## src/rtl/cos_detect_pkg.sv

```systemverilog
// Shared types and helpers for the cosine period detector.
package cos_detect_pkg;

    // Measurement FSM states
    typedef enum logic [1:0] {
        S_IDLE    = 2'd0,
        S_ARMED   = 2'd1,
        S_MEASURE = 2'd2
    } state_t;

    // Sample level relative to the hysteresis band
    typedef enum logic [1:0] {
        NEG  = 2'd0,
        BAND = 2'd1,
        POS  = 2'd2
    } level_t;

    // Accumulator must hold the sum of 2**avg_log2 full-scale period counts
    function automatic int unsigned acc_width(input int unsigned cnt_width,
                                              input int unsigned avg_log2);
        return cnt_width + avg_log2;
    endfunction

endpackage

```

## src/rtl/hysteresis_crossing_det.sv

```systemverilog
// Classifies each sample against +/-threshold and flags rising crossings.
module hysteresis_crossing_det
    import cos_detect_pkg::*;
#(
    parameter int unsigned DATA_WIDTH = 32,
    parameter int          HYSTERESIS = 2**28
) (
    input  logic                         clk,
    input  logic                         rst,
    input  logic                         valid,
    input  logic                         clear,
    input  logic signed [DATA_WIDTH-1:0] sample,
    output level_t                       level_c,
    output logic                         crossing_c
);

    localparam logic signed [DATA_WIDTH-1:0] POS_TH = DATA_WIDTH'(HYSTERESIS);
    localparam logic signed [DATA_WIDTH-1:0] NEG_TH = -POS_TH;

    logic armed;

    // Level classification; the band between thresholds leaves armed untouched
    always_comb begin
        level_c = BAND;
        if (sample <= NEG_TH) begin
            level_c = NEG;
        end else if (sample >= POS_TH) begin
            level_c = POS;
        end
        crossing_c = valid && (level_c == POS) && armed;
    end

    // Armed flag: set by a negative sample, consumed by the crossing
    always_ff @(posedge clk or posedge rst) begin
        if (rst) begin
            armed <= 1'b0;
        end else if (valid) begin
            if (clear) begin
                armed <= 1'b0;
            end else if (level_c == NEG) begin
                armed <= 1'b1;
            end else if (crossing_c) begin
                armed <= 1'b0;
            end
        end
    end

endmodule

```

## src/rtl/cos_period_detector.sv

```systemverilog
// Measures averaged samples-per-period of a valid-qualified signed tone.
module cos_period_detector
    import cos_detect_pkg::*;
#(
    parameter int unsigned INT_DATA_WIDTH = 32,
    parameter int          INT_HYSTERESIS = 2**28,
    parameter int unsigned INT_AVG_LOG2   = 2,
    parameter int unsigned INT_CNT_WIDTH  = 16
) (
    input  logic                             clk,
    input  logic                             rst,
    input  logic                             i_valid,
    input  logic signed [INT_DATA_WIDTH-1:0] i_sample,
    output logic                             o_valid,
    output logic        [INT_CNT_WIDTH-1:0]  o_period,
    output logic                             o_locked,
    output logic                             o_timeout
);

    localparam int unsigned CW    = INT_CNT_WIDTH;
    localparam int unsigned ACC_W = acc_width(INT_CNT_WIDTH, INT_AVG_LOG2);
    localparam int unsigned IDX_W = (INT_AVG_LOG2 == 0) ? 1 : INT_AVG_LOG2;

    localparam logic [IDX_W-1:0] IDX_LAST   = IDX_W'((2**INT_AVG_LOG2) - 1);
    // Counter value one below saturation
    localparam logic [CW-1:0]    CNT_SAT_M1 = {{(CW-1){1'b1}}, 1'b0};

    state_t            state, state_d;
    logic [CW-1:0]     cnt, cnt_d;
    logic [ACC_W-1:0]  acc, acc_d;
    logic [IDX_W-1:0]  idx, idx_d;
    logic [CW-1:0]     period_d;
    logic              valid_d, locked_d, timeout_d;
    logic              clear_armed_c;
    logic [CW-1:0]     len_c;
    logic [ACC_W-1:0]  sum_c;
    level_t            level_c;
    logic              crossing_c;

    hysteresis_crossing_det #(
        .DATA_WIDTH (INT_DATA_WIDTH),
        .HYSTERESIS (INT_HYSTERESIS)
    ) u_cross (
        .clk        (clk),
        .rst        (rst),
        .valid      (i_valid),
        .clear      (clear_armed_c),
        .sample     (i_sample),
        .level_c    (level_c),
        .crossing_c (crossing_c)
    );

    // State register
    always_ff @(posedge clk or posedge rst) begin
        if (rst) begin
            state <= S_IDLE;
        end else begin
            state <= state_d;
        end
    end

    // Next-state, datapath and output decode; only accepted samples advance
    always_comb begin
        state_d       = state;
        cnt_d         = cnt;
        acc_d         = acc;
        idx_d         = idx;
        period_d      = o_period;
        locked_d      = o_locked;
        valid_d       = 1'b0;
        timeout_d     = 1'b0;
        clear_armed_c = 1'b0;
        len_c         = cnt + CW'(1);
        sum_c         = acc + ACC_W'(len_c);

        if (i_valid) begin
            case (state)
                S_IDLE: begin
                    if (level_c == NEG) begin
                        state_d = S_ARMED;
                    end
                end
                S_ARMED: begin
                    if (crossing_c) begin
                        cnt_d   = '0;
                        state_d = S_MEASURE;
                    end
                end
                S_MEASURE: begin
                    if (crossing_c) begin
                        // Crossing wins over saturation on the same sample
                        cnt_d = '0;
                        if (idx == IDX_LAST) begin
                            idx_d    = '0;
                            acc_d    = '0;
                            period_d = CW'(sum_c >> INT_AVG_LOG2);
                            valid_d  = 1'b1;
                            locked_d = 1'b1;
                        end else begin
                            idx_d = idx + IDX_W'(1);
                            acc_d = sum_c;
                        end
                    end else if (cnt == CNT_SAT_M1) begin
                        timeout_d     = 1'b1;
                        locked_d      = 1'b0;
                        acc_d         = '0;
                        idx_d         = '0;
                        cnt_d         = '0;
                        clear_armed_c = 1'b1;
                        state_d       = S_IDLE;
                    end else begin
                        cnt_d = len_c;
                    end
                end
                default: begin
                    state_d = S_IDLE;
                end
            endcase
        end
    end

    // Datapath and registered outputs
    always_ff @(posedge clk or posedge rst) begin
        if (rst) begin
            cnt       <= '0;
            acc       <= '0;
            idx       <= '0;
            o_period  <= '0;
            o_valid   <= 1'b0;
            o_locked  <= 1'b0;
            o_timeout <= 1'b0;
        end else begin
            cnt       <= cnt_d;
            acc       <= acc_d;
            idx       <= idx_d;
            o_period  <= period_d;
            o_valid   <= valid_d;
            o_locked  <= locked_d;
            o_timeout <= timeout_d;
        end
    end

endmodule

```

## config.mk

```make
export PLATFORM = sky130hd
export DESIGN_NAME = cos_period_detector
export DESIGN_NICKNAME = d
export VERILOG_FILES = /design/src/rtl/cos_detect_pkg.sv /design/src/rtl/hysteresis_crossing_det.sv /design/src/rtl/cos_period_detector.sv
export SDC_FILE = /design/constraint.sdc
export NUM_CORES = 1
export LEC_CHECK = 0
export BUFFER_PORTS_ARGS = -buffer_cell sky130_fd_sc_hd__buf_2
export CAP_MARGIN = 30
export CORE_MARGIN = 2
export CORE_UTILIZATION = 53
export CTS_BUF_LIST = sky130_fd_sc_hd__clkbuf_2
export DETAILED_ROUTE_END_ITERATION = 8
export GPL_TIMING_DRIVEN = 0
export PLACE_DENSITY = 0.88
export SETUP_SLACK_MARGIN = 0.05
export SYNTH_ARGS = -nofsm -noshare
export SYNTH_HDL_FRONTEND = slang
export SYNTH_SLANG_ARGS = --single-unit
```

## constraint.sdc

```tcl
create_clock -name clk -period 2.78 [get_ports clk]
set_input_delay 0.556 -clock clk [delete_from_list [all_inputs] [get_ports clk]]
set_output_delay 0.556 -clock clk [all_outputs]
set_load 0.005 [all_outputs]
```

==> summary.md, run 1 <==
| Metric | Value |
|---|---|
| Status | finished, violations left |
| Violations in the final reports | setup timing |
| Crit path kind | reg2reg |
| Commonest non-fill, non-tap cell in the layout | buf_2 |
| Relative slew slack | between 10% and 20% |
| Post-Route M1 WL | 4900 um |
| Via count | roughly 4100 |
| CTS tree | built |
| DRC errors left | 0 |
| IO Count | 54 |
| Initial antenna violation count | 0 |
| DRT iter0 DRCs | 451 |
| Avg Vias per Cell | ~7.0 |
| Gate Count Post-Synth | 373 |
| Avg Cell Area, Syn | approximately 9.4 sq um |
| ANT nets after route | 0 |
| Setup violators final | 20 |
| Total Power | 2.38 mW |
| Final core occ | between 80% and 90% |
| CTS buffer count | 9 |
| Share of cells above drive strength 1 | between 40% and 50% |
| Number of cell rows | 29 |
| Crit. End Element | register |
| Total Wirelength | roughly 15000 um |
| Core ar. | between 6000 and 7000 sq um |
| H-tree levels | 3 |
| GRT Overall Usage | between 30 and 40% |
| Period utilization | 113% |
| Crit path DAT | around 3.6 ns |
| Seq/Total Area, Yosys | between 40% and 50% |
| Worst-Skew Late Latency | between 0.5 and 0.6 ns |
| Post-synth EDFFs | 0 |
| Setup WS post-layout | -0.368 ns |
| Clk_skew | 0.0324 ns |
| Die height | approximately 85 um |
| Final Max Tran Viols | 0 |
| RSZ-0062 raised after global routing | yes |
| GRT Residual Overflow | 0 |
| Met2 Wirelength | between 6000 and 7000 um |
| Pin count of the biggest net entering global routing | 38 |
| Most frequent cells in the layout | buf_2, buf_4, dfrtp_1 |
| Switching power | 0.898 mW |
| Max Buffers Root-to-Sink | 2 |
| Final hold violations | 0 |
| P&R area growth vs syn | 45.3% |
| Slew @ Worst Pin | approximately 1.2 ns |
| Seq pwr share | 42.8% |
| Synth warn | 0 |
| RD Place Congestion | ~0.89 |
| Asr flop ratio synth | 100% |
| Vias in the first global route | 3609 |
| Routed wire per std cell | 25.1 um |
| Drt pass-1 iters | 5 |
| Post-Syn Area | approximately 3500 sq um |
| Place WS | -0.351 ns |
| Min cycle time layout | approximately 3.1 ns |
| Cells after DPL | between 500 and 600 |
| HP Class | in2async |
| F_max | between 0.3 and 0.4 GHz |
| Synth cell types | 56 |
| Worst EP required | 3.19 ns |
| Die area | between 7000 and 8000 sq um |
| Max-cap violations | 0 |
| Top FF cell, synth | dfrtp_1 |
| Non-Filler Instances | 578 |
| Floorplan die width | about 85 um |
| Nets | approximately 550 |
| Initial Util | between 50% and 60% |
| Ant. Diodes | 0 |
| Hold-fix buffers, CTS | 0 |
| Static Leak | 2.51 nW |
| CP startpoint kind | register |
| Synth Register Bits | between 50 and 60 |
| Clk slew on worst S/H paths | between 0.15 and 0.2 ns |
| Clock Power Share | a little under a quarter |
| Clk root buf | clkbuf_2 |
| Mapped Nets | between 400 and 500 |
| Port Buffer Count | between 50 and 60 |
| First-pass GRT wire length | approximately 17000 um |
| Min Hold Slack | 0.00807 ns |
| DR WL met3 | 1500 um |
| Sw frac | between 30 and 40% |
| Peak supply drop | 0.000389 V |
| Gate power share | between 30 and 40% |
| Post-DP HPWL | around 6600 um |
| Int Power | between 1 and 1.5 mW |
| PD cells | 465 nW/um^2 |
| Crit-path max FO | 5 |
| Top Metal Used | met4 |
| Clk sink count | 58 |
==> power groups by stage <==
stage	Clock, mW	Combinational [mW]	Sequential, mW
floorplan	0	0.439	1.01
global placement	0	0.552	1.02
detailed placement	0	0.589	1.03
CTS	0.529	0.656	1.01
global route	0.581	0.845	1.03
finish	0.558	0.800	1.02
==> repair_timing <==
item | 4_1_cts | 5_1_grt
pin swaps | 37 | 48
endpoints found under the setup margin | 22 | 21
gates resized for setup | 59 | 48
buffers inserted | 34 | 27
==> path summary, 6_finish.rpt <==
path,start,endpoint,slack [ns],cells past startpoint
hold / removal,rst,acc[10],0.008,2
hold reg to reg,o_period[3],o_period[3],0.50,2
setup reg to reg,cnt[5],acc[15],-0.37,11
max in group asynchronous,rst,cnt[0],2.16,3
min in group clk,i_valid,state[1],0.26,2
setup / recovery,cnt[5],acc[15],-0.37,11
==> cell type report <==
type	instances	area, sq um
multi-input combinational	292	2580
sequential	58	1460
fill	318	1270
timing repair buffer	113	752
tap	77	96.3
buffer	11	85.1
clock buffer	12	60.1
clock inverter	4	42.5
inverter	11	41.3
==> cells by family after synthesis <==
| family | share of synthesized area (%) |
|---|---|
| adder cells (fa/ha/maj) | 7.33 |
| AO/OA/AOI/OAI | 21.3 |
| XOR/XNOR | 5.48 |
| AND/OR/NAND/NOR | 19.8 |
| flip-flops | 41.3 |
| buffers and inverters | 3.02 |
| multiplexers | 1.85 |
==> worst max-delay path, cell delays in order (launching register included) <==
cell	delay, ns
dfrtp_1	0.43
nand4_4	0.15
or3_4	0.46
nor2_2	0.12
nand2_1	0.14
xnor2_2	0.24
ha_4	0.34
o21ai_0	0.14
a21oi_2	0.30
o221a_4	0.29
mux2i_1	0.29
nand2_1	0.11
==> registers in the layout, summed over array words and instances (netlist names) <==
name and count:
u_cross.armed 1, state 2, o_valid 1, o_locked 1
o_period 16, acc 18, cnt 16, o_timeout 1
idx 2
==> routing by layer <==
metal / up-vias / global-route usage (%)
met3: 145 / 5.74
li1: 1631 / -
met5: - / 0
met2: 391 / 53.1
met1: 1898 / 35.8
met4: 0 / 16.7
==> metrics by stage <==
| stage | instance area, sq um | setup TNS (ns) |
|---|---|---|
| after CTS | 4700 | -0.741 |
| after detailed placement | 4030 | -3.60 |
| after global placement | 4010 | -2.98 |
| after floorplan | 3640 | 0 |
| final | 5110 | -3.31 |
| after global routing | 5110 | -4.34 |
==> synthesized netlist by cell type (2+ instances only) <==
library cell | instances | area, sq um
a211o_1 | 4 | 35.0
a21boi_0 | 3 | 22.5
a21o_1 | 3 | 22.5
a21oi_1 | 15 | 75.1
a221o_1 | 2 | 20.0
a22o_1 | 18 | 158
a31o_2 | 3 | 26.3
a31oi_1 | 3 | 18.8
a32o_1 | 4 | 40.0
and2_1 | 5 | 31.3
and3_1 | 4 | 25.0
buf_2 | 4 | 20.0
buf_6 | 2 | 22.5
clkbuf_1 | 6 | 22.5
dfrtp_1 | 58 | 1450
ha_1 | 19 | 238
inv_1 | 10 | 37.5
mux2_2 | 4 | 45.0
mux2i_1 | 2 | 20.0
nand2_1 | 50 | 188
nand2b_1 | 2 | 12.5
nand3_1 | 11 | 55.1
nand4_1 | 7 | 43.8
nor2_1 | 25 | 93.8
nor2b_1 | 6 | 37.5
nor3_1 | 6 | 30.0
nor4_1 | 8 | 50.1
o2111a_1 | 2 | 22.5
o2111ai_1 | 4 | 35.0
o211ai_1 | 3 | 22.5
o21a_1 | 4 | 30.0
o21ai_0 | 25 | 125
o21ai_1 | 2 | 10.0
o31ai_1 | 2 | 15.0
or2_2 | 2 | 12.5
or3_1 | 5 | 31.3
xnor2_1 | 14 | 123
xor2_1 | 8 | 70.1
No activity file was read; power rests on OpenSTA's default activity.
==> inputs of run 2 (changes only) <==
Settings changed: CORE_UTILIZATION 53 to 59, PLACE_DENSITY 0.88 to 0.92.
Clock period 2.78 ns to 3.37 ns, I/O delays scaled along.
==> summary.md, run 2 (synthesis results as in run 1) <==
| Metric | Value |
|---|---|
| Max-cap violations | 0 (unchanged) |
| Clk sink count | 58 (unchanged) |
| Reg2reg setup slack | 0.19 ns (+0.56 ns) |
| Commonest non-fill, non-tap cell in the layout | buf_2 |
| DRC errors left | 0 (unchanged) |
| F_max | 0.314 GHz (-1.1%) |
| Post-DP HPWL | 6350 um (-3.3%) |
| Max reg flops | 18 (unchanged) |
| Leading registers by flop count | acc: 18 flops, cnt: 16 flops, o_period: 16 flops |
| Nets | 491 (-11%) |
| Initial Util | 60.1% (+5.0 points) |
| Crit path DAT | 3.61 ns (+0.05 ns) |
| Status | finished clean |
| Peak supply drop | 0.000313 V (-20%) |
| Relative slew slack | 35.0% (+18 points) |
| GRT Overall Usage | 29.2% (-1.4 points) |
| Final hold violations | 0 (unchanged) |
| GRT Residual Overflow | 0 (unchanged) |
| RD Place Congestion | 0.907 (+1.6%) |
| Slew @ Worst Pin | 0.967 ns (-0.272 ns) |
| Worst R2R End | acc[17] |
| Total Power | 1.70 mW (-28%) |
| Routed wire per std cell | 17.1 um (-32%) |
| Avg Vias per Cell | 6.23 (-11%) |
| P&R area growth vs syn | 15.9% |
| Pin count of the biggest net entering global routing | 41 (+7.9%) |
| Critical R2R Launch | cnt[7] |
| CTS tree | built |
| Fin Setup TNS | 0 ns (+3.31 ns) |
| Hold-fix buffers, CTS | 0 (unchanged) |
| IO Count | 54 (unchanged) |
| Vias in the first global route | 3174 (-12%) |
| Floorplan die width | 81.2 um (-5.0%) |
| Place WS | -0.151 ns (+0.200 ns) |
| Die height | 81.2 um (-5.0%) |
| ANT nets after route | 0 (unchanged) |
| RSZ-0062 raised after global routing | yes |
| Die area | 6600 sq um (-9.7%) |
| Non-Filler Instances | 516 (-11%) |
| Worst-Skew Late Latency | 0.52 ns (-0.03 ns) |
| H-tree levels | 3 (unchanged) |
| Core ar. | 5850 sq um (-8.4%) |
| Clk root buf | clkbuf_2 |
| Cells after DPL | 502 (-0.40%) |
| PD cells | 417 nW/um^2 (-10%) |
| Crit path kind | reg2reg |
| Min cycle time layout | 3.18 ns (+0.0347 ns) |
| Period utilization | 94.5% (-19 points) |
| Drt pass-1 iters | 7 (+2) |
| Number of cell rows | 28 (-3.4%) |
| Clk slew on worst S/H paths | 0.18 ns (about the same) |
| Final core occ | 69.7% (-10 points) |
| Ant. Diodes | 0 (unchanged) |
| Crit. End Element | register |
| Via count | 3216 (-21%) |
| Initial antenna violation count | 0 (unchanged) |
| HP Class | in2async |
| Setup violators final | 0 (-100%) |
| CP Capture Point | acc[17] |
| CTS buffer count | 9 (unchanged) |
| CP max stage delay | 0.45 ns (about the same) |
| Setup WS post-layout | 0.187 ns (+0.555 ns) |
| CP startpoint kind | register |
| Slowest-stage cell, CP | dfrtp_1 |
| First-pass GRT wire length | 14600 um (-16%) |
| Total Wirelength | 8840 um (-39%) |
| Crit-path cells | nand4_2 > or3_1 > buf_2 > nor3_2 > xor2_1 > ha_2 > a21oi_4 > a21boi_0 > o21ai_0 > o211ai_1 > a32o_1 |
| Share of cells above drive strength 1 | 26.1% (-19 points) |
| Crit-path max FO | 8 (+3) |
| Most frequent cells in the layout | buf_2, dfrtp_1, nand2_1 |
| Worst r2r path cells | 11 (unchanged) |
| Clk_skew | 0.0253 ns (-0.00716 ns) |
| Final Max Tran Viols | 0 (unchanged) |
| Largest register by flop count | acc |
| Static Leak | 2.01 nW (-20%) |
| DRT iter0 DRCs | 259 (-43%) |
| Worst EP required | 3.80 ns (+0.61 ns) |
| Port Buffer Count | 53 (unchanged) |
| Max Buffers Root-to-Sink | 2 (unchanged) |
| Critical path origin | cnt[7] |
[run 2: changes by cell type in the layout (fill, tap and decap cells not counted), sizes merged]
| cell | delta |
|---|---|
| bufinv | -1 |
| clkinvlp | +1 |
| buf | -58 |
| clkinv | +3 |
| clkbuf | -5 |
[run 2: per-layer routing]
metal / track usage (%) / vias to the layer above / routed length (um)
li1: - / 1510 / -
met1: 37.9 / 1538 / 3800
met2: 47.4 / 136 / 4220
met3: 4.67 / 32 / 554
met4: 14.9 / 0 / 264
met5: 0 / - / 0
[run 2: final cells by class]
type | instances | area, sq um
clock buffers | 9 | 45.0
fillers | 423 | 1770
flip-flops and latches | 58 | 1460
clock inverters | 7 | 36.3
repair buffers | 55 | 293
multi-input cells | 292 | 2060
inverters | 11 | 41.3
plain buffers | 9 | 53.8
well taps | 75 | 93.8
[run 2: worst min-delay path by stage]
stage / from / to / depth (start not counted)
final: rst / o_period[1] / 2
after global routing: rst / o_period[10] / 2
after CTS: rst / o_period[1] / 2
after detailed placement: o_period[3] / o_period[3] / 2
after global placement: o_period[4] / o_period[4] / 2
after floorplan: acc[14] / acc[14] / 1
[run 2: per-stage QoR]
stage               cell area (sq um)  hold slack, ns
finish                           4080           0.122
global route                     4080           0.153
CTS                              4010           0.129
detailed placement               3900           0.460
global placement                 3880           0.453
floorplan                        3520           0.466
[run 2: report_power, final]
group	internal [mW]	leakage, nW	switching [mW]
Clock	0.0878	0.0586	0.279
Sequential	0.766	0.781	0.0837
Combinational	0.206	1.17	0.279
[run 2: what timing repair did]
item                       in CTS  in global routing
gates resized for setup         8                 17
setup buffers                   0                  1
hold endpoints to repair        0                  0
setup endpoints to repair       8                 13
pin swaps                       0                  4
[run 2: worst max-delay path: cells and delay by family, from the launching register on]
family          cells  cell delay (ns)
fa+ha+maj           1             0.37
compound gates      5             1.00
flops               1             0.45
xor+xnor            1             0.25
buf+inv             1             0.18
simple gates        3             0.84
